===== src/rtl/aes_output_serializer.sv =====
// Captures a 128-bit ciphertext on a rising engine_done_i and streams it out MSB byte first.
// Latency: first byte valid 1 clk after the done rise is sampled; 1 byte/clk with dout_ready high.
// Backpressure: dout/dout_last hold while dout_valid & ~dout_ready; a block arriving mid-send is dropped and flagged.
module aes_output_serializer #(
    parameter int BYTE_W    = 8,
    parameter int NUM_BYTES = 16
) (
    input  logic              clk,
    input  logic              rst_,
    input  logic [127:0]      ciphertext_i,
    input  logic              engine_done_i,
    output logic [BYTE_W-1:0] dout,
    output logic              dout_valid,
    input  logic              dout_ready,
    output logic              dout_last,
    output logic              busy,
    output logic              overrun
);

    localparam int                CNT_W    = $clog2(NUM_BYTES);
    localparam logic [CNT_W-1:0] CNT_LAST = CNT_W'(NUM_BYTES - 1);

    typedef enum logic {
        IDLE = 1'b0,
        SEND = 1'b1
    } state_t;

    state_t           state, state_nxt;
    logic [127:0]     shreg, shreg_nxt;
    logic [CNT_W-1:0] cnt, cnt_nxt;
    logic             done_q;
    logic             overrun_nxt;
    logic             done_rise;
    logic             xfer;
    logic             last_beat;

    assign done_rise  = engine_done_i & ~done_q;
    assign dout_valid = (state == SEND);
    assign busy       = (state == SEND);
    assign last_beat  = (cnt == CNT_LAST);
    assign dout_last  = dout_valid & last_beat;
    assign dout       = dout_valid ? shreg[127 -: BYTE_W] : '0;
    assign xfer       = dout_valid & dout_ready;

    always_ff @(posedge clk or negedge rst_) begin
        if (!rst_) begin
            state   <= IDLE;
            shreg   <= '0;
            cnt     <= '0;
            done_q  <= 1'b0;
            overrun <= 1'b0;
        end else begin
            state   <= state_nxt;
            shreg   <= shreg_nxt;
            cnt     <= cnt_nxt;
            done_q  <= engine_done_i;
            overrun <= overrun_nxt;
        end
    end

    always_comb begin
        state_nxt   = state;
        shreg_nxt   = shreg;
        cnt_nxt     = cnt;
        overrun_nxt = overrun;
        unique case (state)
            IDLE: begin
                if (done_rise) begin
                    shreg_nxt = ciphertext_i;
                    cnt_nxt   = '0;
                    state_nxt = SEND;
                end
            end
            SEND: begin
                if (xfer && last_beat) begin
                    // A block arriving exactly on the final beat is taken with no bubble.
                    if (done_rise) begin
                        shreg_nxt = ciphertext_i;
                        cnt_nxt   = '0;
                    end else begin
                        shreg_nxt = shreg << BYTE_W;
                        cnt_nxt   = '0;
                        state_nxt = IDLE;
                    end
                end else begin
                    if (xfer) begin
                        shreg_nxt = shreg << BYTE_W;
                        cnt_nxt   = cnt + CNT_W'(1);
                    end
                    if (done_rise) begin
                        overrun_nxt = 1'b1;
                    end
                end
            end
            default: state_nxt = IDLE;
        endcase
    end

endmodule


===== config.mk =====
export PLATFORM = sky130hd
export DESIGN_NAME = aes_output_serializer
export DESIGN_NICKNAME = d
export VERILOG_FILES = /design/src/rtl/aes_output_serializer.sv
export SDC_FILE = /design/constraint.sdc
export NUM_CORES = 1
export LEC_CHECK = 0
export CORE_MARGIN = 3
export CORE_UTILIZATION = 60
export DETAILED_ROUTE_END_ITERATION = 7
export PLACE_DENSITY_LB_ADDON = 0.3
export SETUP_SLACK_MARGIN = 0.05
export SLEW_MARGIN = 20
export SYNTH_ARGS = -nofsm -noshare
export SYNTH_HDL_FRONTEND = slang
export SYNTH_SLANG_ARGS = --single-unit

===== constraint.sdc =====
create_clock -name clk -period 5.18 [get_ports clk]
set_clock_uncertainty 0.2 [all_clocks]
set_input_delay 1.036 -clock clk [delete_from_list [all_inputs] [get_ports clk]]
set_output_delay 1.036 -clock clk [all_outputs]
set_load 0.005 [all_outputs]

# Word level (Yosys, flattened, before mapping)
# Index checks and enable logic that the tools add are counted.
[totals]
reg_bits = 135
output_inout_bits = 12
input_bits = 132
wordCells = 31
[op_classes]
reduce_logical = 3
muxes = 13
n_bitwise = 6
eq_ne = 3
n_addsub = 1
[ops]
columns = ["operator", "n"]
rows = [
  ["128-bit 2-to-1 mux", 4],
  ["128-bit one-hot mux with 2 select lines", 1],
  ["4-bit 2-to-1 mux", 3],
  ["8-bit 2-to-1 mux", 1],
  ["4-bit one-hot mux with 2 select lines", 1],
  ["4-bit by 1-bit adder with 4-bit output, second input constant", 1],
  ["4-bit equality test, second input constant", 1],
  ["1-bit bitwise AND", 3],
  ["3-bit by 1-bit != test with 1-bit output, second input constant", 1],
  ["1-bit NOT", 3],
  ["3-bit AND reduction", 1],
  ["1-bit 2-to-1 mux", 2],
  ["2-bit != test, second input constant", 1],
  ["1-bit one-hot mux with 2 select lines", 1],
  ["2-bit AND reduction", 1],
  ["1-bit logical AND", 1],
]

# Depth between registers and ports, before layout
# Gate-level depths: netlist of the first run.
[logic_depth]
depth_word = 5
mapped_depth = 7
depth_no_buf = 4

# Least setup slack after synthesis of the first run
# OpenSTA, ideal clock, no wires.
[synth_path]
path_type = "register to output"
start = "register state, in the netlist busy"
end = "output port dout[7]"
t_arrival_ps = 1384
t_required_ps = 3944
stages_incl_launch_ff = 6
slack_ps = 2560
n_path_buf = 4
path_cell_list = "dfrtp_1 -> buf_2 -> buf_2 -> clkbuf_1 -> clkbuf_1 -> and2_1"
[synth_between]
elab_chain_cells = 1
[synth_lines]
columns = ["element", "line_no", "text"]
rows = [
  ["start, declared", "28", "state_t state, state_nxt;"],
  ["start signal, assigned", "53", "state <= state_nxt;"],
  ["8-bit 2-to-1 mux", "42", "assign dout = dout_valid ? shreg[127 -: BYTE_W] : '0;"],
  ["end, declared", "12", "output logic [BYTE_W-1:0] dout,"],
]
# Every way passes these cells.

# Final worst setup path of the first run
[layout_path]
start = "register cnt[0]"
end = "output port dout_last"
[layout_between]
elab_chain_cells = 2
[layout_lines]
columns = ["element", "line_no", "text"]
rows = [
  ["start, declared", "30", "logic [CNT_W-1:0] cnt, cnt_nxt;"],
  ["start signal, assigned", "55", "cnt <= cnt_nxt;"],
  ["4-bit equality test", "40", "assign last_beat = (cnt == CNT_LAST);"],
  ["1-bit bitwise AND", "41", "assign dout_last = dout_valid & last_beat;"],
  ["end, declared", "15", "output logic dout_last,"],
]
# Every way passes these cells.

==> results.md, run 1 <==
* GRT Residual Overflow at 0
* Pin count of the biggest net entering global routing at 185
* Hold crit path type: flop to flop
* Via density at 7.37
* Routed Antenna Nets at 0
* Critical Path AT at 2.39 ns
* Sequential-to-total area share from yosys stat at 0.313
* DIE AREA at 0.0196 sq mm
* Final WL at 32,600 um
* Final min period at 3.63 ns
* Placed cells at 1,430
* Metal3 WL at 2400 um
* RSZ-0062 raised after global routing: no
* Synth Register Bits at 135
* Fmax at 275 MHz
* Hold Vio Cnt, Final at 0
* Syn nets at 1,348
* TNS Setup at 0 ns
* CORE AREA at 0.0174 sq mm
* Mapped Area at 0.0108 sq mm
* Die Wd at 140 um
* EDFF count, synth at 0
* Relative slew slack at 0.268
* Met1 wire length at 13,700 um
* DP HPWL at 18,000 um
* Area growth syn-to-layout at 15.9%
* Drt pass-1 iters at 8
* Most common cell after layout, fill and taps aside: nor3_1
* PostCTS Resize Cnt at 0
* Endpoint class of the critical path: primary output
* Hold-fix buffers at CTS at 0
* Clock Path Buffers at 2
* Clk Latency, worst-skew pair at 0.42 ns
* Worst-path clk slew at 0.06 ns
* Pins Over Slew Limit at 0
* Row count at 48
* Critical path type: flop to primary output
* Final hold slack at 0.296 ns
* Gpl congestion at 0.799
* Worst Setup Start Kind: flop
* Antenna violations before repair at 1
* Cell area power density at 426 mW/mm^2
* Status: finished, final reports clean
* WP data required at 3.94 ns
* Final Non-Filler Cells at 1,461
* Final net count at 1,357
* Async set-reset flop share out of synthesis at 1.00
* CTS tree: yes
* Via count at 10,766
* Crit-path slowest cell: and3_4
* Synth warn at 0
* Cell variety after synth at 32
* Post-DR wirelength/cell at 22.3 um
* Num ports at 144
* Uppermost layer routed: met5
* Root Driver: clkbuf_16
* Drt drc at 0
* Share of layout cells above drive strength 1 at 0.108
* H-tree Lvls at 4
* CTS buffer count at 17
* Die Y at 140 um
* Mean post-synth cell area at 8.87 sq um
* Tcrit/Tclk final at 0.701
* CP cell instances: ha_1, and3_4, and2_1, clkdlybuf4s50_1
* Critical path's largest stage delay at 0.60 ns
* I/O Buffers at 143
* GRT Resource Usage Total at 0.323
* N_diodes at 0
* Clock sink total at 135
* Peak supply drop at 0.296 mV
* CP max FO at 49
* Least-Margin Pin Slew at 1.10 ns
* Starting DRT DRC Count at 1,346
* Postcts setup bufs at 0
* Most frequent cells in the layout: nor3_1 (240), clkdlybuf4s50_1 (140), dfrtp_1 (133)
* Top_reg_cell synth: dfrtp_1
* Max cap viols at 0
* Cells after Synth at 1,215
* Initial Util at 0.619
* Final setup fails at 0
* Pleak at 4.80 nW
* Vias in the first global route at 10,520
* Met2 WL post-DR at 15,900 um
* First-pass GRT wire length at 53,200 um
==> flip-flops by register name, indices dropped and copies added, names as in the netlist <==
signal / flops
busy: 1
shreg: 128
cnt: 4
done_q: 1
overrun: 1
==> cell families (layout without fill, tap and decap cells) <==
kind of cell / after synthesis / in the layout / synth area share
AOI/OAI and AO/OA: 375 / 375 / 0.305
DFF: 135 / 135 / 0.313
and+or+nand+nor: 523 / 523 / 0.300
xor gates and xnor gates: 1 / 1 / 0.000812
buffers and inverters: 170 / 191 / 0.0700
adders and majority gates: 1 / 1 / 0.00116
muxes: 10 / 10 / 0.00940
==> per-stage QoR <==
| stage | setup WS (ns) | total power, mW | util | area (sq um) |
|---|---|---|---|---|
| after floorplan | 2.56 | 3.46 | - | 10800 |
| after global placement | 1.47 | 3.98 | 0.685 | 11900 |
| after detailed placement | 1.41 | 4.07 | 0.685 | 11900 |
| after CTS | 1.54 | 5.28 | 0.718 | 12500 |
| after global routing | 1.43 | 5.61 | 0.718 | 12500 |
| final | 1.55 | 5.32 | 0.718 | 12500 |
==> critical path: cells and delay by family (launching register included) <==
kind	cells	cell delay (ns)
adder cells (fa/ha/maj)	1	0.26
buffers and inverters	1	0.49
flip-flops	1	0.39
AND/OR/NAND/NOR	2	0.81
==> Yosys cell counts (all sizes together), types with 8 or more instances <==
| library cell | count | share of area |
|---|---|---|
| mux2i | 9 | 0.0084 |
| nand2b | 122 | 0.071 |
| and2 | 9 | 0.0052 |
| buf | 70 | 0.035 |
| clkbuf | 100 | 0.035 |
| a2111oi | 120 | 0.14 |
| nand3 | 9 | 0.0042 |
| nand2 | 14 | 0.0049 |
| and3b | 121 | 0.098 |
| o211ai | 8 | 0.0056 |
| dfrtp | 135 | 0.31 |
| a211oi | 120 | 0.084 |
| o22ai | 120 | 0.070 |
| nor3 | 240 | 0.11 |
==> worst paths after layout <==
check / from / end / slack [ns] / cells past startpoint
setup / recovery: cnt[0] / dout_last / 1.55 / 4
hold / removal: overrun / overrun / 0.30 / 1
setup reg to reg: done_q / shreg[122] / 1.86 / 4
hold reg to reg: overrun / overrun / 0.30 / 1
max in group asynchronous: rst_ / busy / 3.40 / 2
min in group asynchronous: rst_ / shreg[87] / 0.44 / 1
==> where the power goes <==
group | total (mW) | switching, mW | internal (mW)
Clock | 1.20 | 0.467 | 0.737
Sequential | 2.09 | 0.571 | 1.51
Combinational | 2.03 | 0.954 | 1.08
Total | 5.32 | 1.99 | 3.33
==> layout make-up <==
type / instances / area [sq um]
clock inverter: 10 / 103
tap: 225 / 282
timing repair buffer: 160 / 1570
fill: 1387 / 4920
clock buffer: 21 / 470
multi-input combinational: 910 / 6690
sequential: 135 / 3380
==> metal layers <==
layer	GRT usage	vias to the layer above
met5	0	-
met4	0.116	2
met3	0.0543	65
met2	0.526	535
met1	0.437	5352
li1	-	4812
No activity file was read; power rests on OpenSTA's default activity.
==> run 2, diff against run 1 <==
--- a/config.mk
+++ b/config.mk
@@ -6,7 +6,7 @@
 export NUM_CORES = 1
 export LEC_CHECK = 0
 export CORE_MARGIN = 3
-export CORE_UTILIZATION = 60
+export CORE_UTILIZATION = 57
 export DETAILED_ROUTE_END_ITERATION = 7
 export PLACE_DENSITY_LB_ADDON = 0.3
 export SETUP_SLACK_MARGIN = 0.05
==> constraint.sdc (replaced) <==
create_clock -name clk -period 3.5 [get_ports clk]
set_clock_uncertainty 0.2 [all_clocks]
set_input_delay 0.7 -clock clk [delete_from_list [all_inputs] [get_ports clk]]
set_output_delay 0.7 -clock clk [all_outputs]
set_load 0.005 [all_outputs]
==> run 2 against run 1 <==
Effect of this change:
- first-iteration DRC count is 4.5% higher
- power is 48% higher
- core utilization is 2.1 points lower
- non-clock buffer count is 14 higher
- cell area is 1.9% higher
- critical path depth is 2 lower
- critical path type unchanged
==> results.md, run 2 (synthesized netlist as in run 1, its figures left out) <==
* RSZ-0062 raised after global routing: no
* Internal power at 4.92 mW
* Tcrit/Tclk final at 0.851
* PostCTS Resize Cnt at 0
* Max cap viols at 0
* Die Wd at 144 um
* Drt drc at 0
* Routed Antenna Nets at 0
* DP HPWL at 19,000 um
* Row count at 49
* Reg2Reg Depth at 4
* Max reg flops at 128
* Final core utilization at 0.697
* Clock Path Buffers at 2
* Critical Path Source: busy
* Pins Over Slew Limit at 0
* Hold Vio Cnt, Final at 0
* Hold-fix buffers at CTS at 0
* Num ports at 144
* CP cell instances: and2_1, clkdlybuf4s50_1
* Vias in the first global route at 10,285
* Area growth syn-to-layout at 18.1%
* CORE AREA at 0.0183 sq mm
* First-pass GRT wire length at 52,900 um
* WP data required at 2.60 ns
* Switching Power at 2.96 mW
* Root Driver: clkbuf_16
* Most flops, register: shreg
* Relative slew slack at 0.371
* TNS Setup at 0 ns
* Clock network fraction of total power at 0.223
* N_diodes at 0
* GRT Resource Usage Total at 0.312
* Worst Setup Start Kind: flop
* Reg-to-reg startpoint: busy
* Die Y at 144 um
* Largest regs: shreg (128), cnt (4)
* Fmax at 336 MHz
* Critical Path AT at 2.08 ns
* Drt pass-1 iters at 5
* Critical path's largest stage delay at 0.78 ns
* Share of layout cells above drive strength 1 at 0.118
* CTS tree: yes
* Clock sink total at 135
* Starting DRT DRC Count at 1,407
* Final net count at 1,371
* CP max FO at 54
* Worst-path clk slew at 0.06 ns
* Clk Latency, worst-skew pair at 0.43 ns
* Initial Util at 0.590
* Cell area power density at 619 mW/mm^2
* Combinational fraction of design power at 0.389
* Least-Margin Pin Slew at 0.944 ns
* Critical path type: flop to primary output
* Final setup fails at 0
* Post-DR wirelength/cell at 22.0 um
* Via density at 7.33
* Status: finished, final reports clean
* Pleak at 4.91 nW
* Endpoint class of the critical path: primary output
* Gpl congestion at 0.817
* Most common cell after layout, fill and taps aside: nor3_1
* CTS buffer count at 17
* H-tree Lvls at 4
* Via count at 10,853
* GRT Residual Overflow at 0
* Postcts setup bufs at 0
* I/O Buffers at 143
* Crit-path slowest cell: dfrtp_4
* Peak supply drop at 0.381 mV
* DIE AREA at 0.0206 sq mm
* Most frequent cells in the layout: nor3_1 (240), clkdlybuf4s50_1 (140), dfrtp_1 (133)
* Final min period at 2.98 ns
* Hold crit path type: input port to asynchronous set/reset pin
* Flop pwr share at 0.389
* Final WL at 32,600 um
* Antenna violations before repair at 0
* Pin count of the biggest net entering global routing at 118
* Switching Share at 0.375
## run 2: critical path, delay by kind of cell, from the launching register on
kind | cells | cell delay (ns)
buf+inv | 1 | 0.54
flops | 1 | 0.78
simple gates | 1 | 0.32
## run 2: layer usage
layer / vias to the layer above / track usage / share of wire
met4: 0 / 0.0927 / 0.019
li1: 4869 / - / -
met5: - / 0 / 0
met2: 540 / 0.493 / 0.48
met3: 58 / 0.0383 / 0.069
met1: 5386 / 0.450 / 0.43
## run 2: metrics by stage
stage | cell area, sq um | total power, mW | instances | hold slack (ns) | setup slack, ns
floorplan | 10800 | 5.12 | 1215 | 0.204 | 1.22
global placement | 12200 | 5.95 | 1448 | 0.254 | 0.879
detailed placement | 12200 | 6.08 | 1448 | 0.263 | 0.750
CTS | 12700 | 7.83 | 1480 | 0.145 | 0.542
global route | 12700 | 8.35 | 1480 | 0.164 | 0.469
finish | 12700 | 7.88 | 1480 | 0.101 | 0.522
## run 2: worst paths after layout
| check | to | slack, ns |
|---|---|---|
| max in group asynchronous | shreg[11] | 2.28 |
| hold / removal | shreg[92] | 0.10 |
| hold reg to reg | overrun | 0.27 |
| setup reg to reg | shreg[52] | 0.84 |
| setup / recovery | dout_last | 0.52 |
| min in group clk | overrun | 0.27 |
## run 2: power groups by stage
| stage | clock, mW | combinational, mW | sequential, mW |
|---|---|---|---|
| 3_5_place_dp | 0 | 3.04 | 3.04 |
| 2_1_floorplan | 0 | 2.39 | 2.73 |
| 4_1_cts | 1.75 | 3.06 | 3.02 |
| 6_report | 1.76 | 3.06 | 3.06 |
| 3_3_place_gp | 0 | 2.94 | 3.01 |
| 5_1_grt | 1.82 | 3.37 | 3.15 |
## run 2: cell type report
class	instances	area (sq um)
timing repair buffer	174	1810
multi-input combinational	910	6690
clock inverter	9	75.1
sequential	135	3380
clock buffer	23	488
tap	229	287
fill	1464	5540
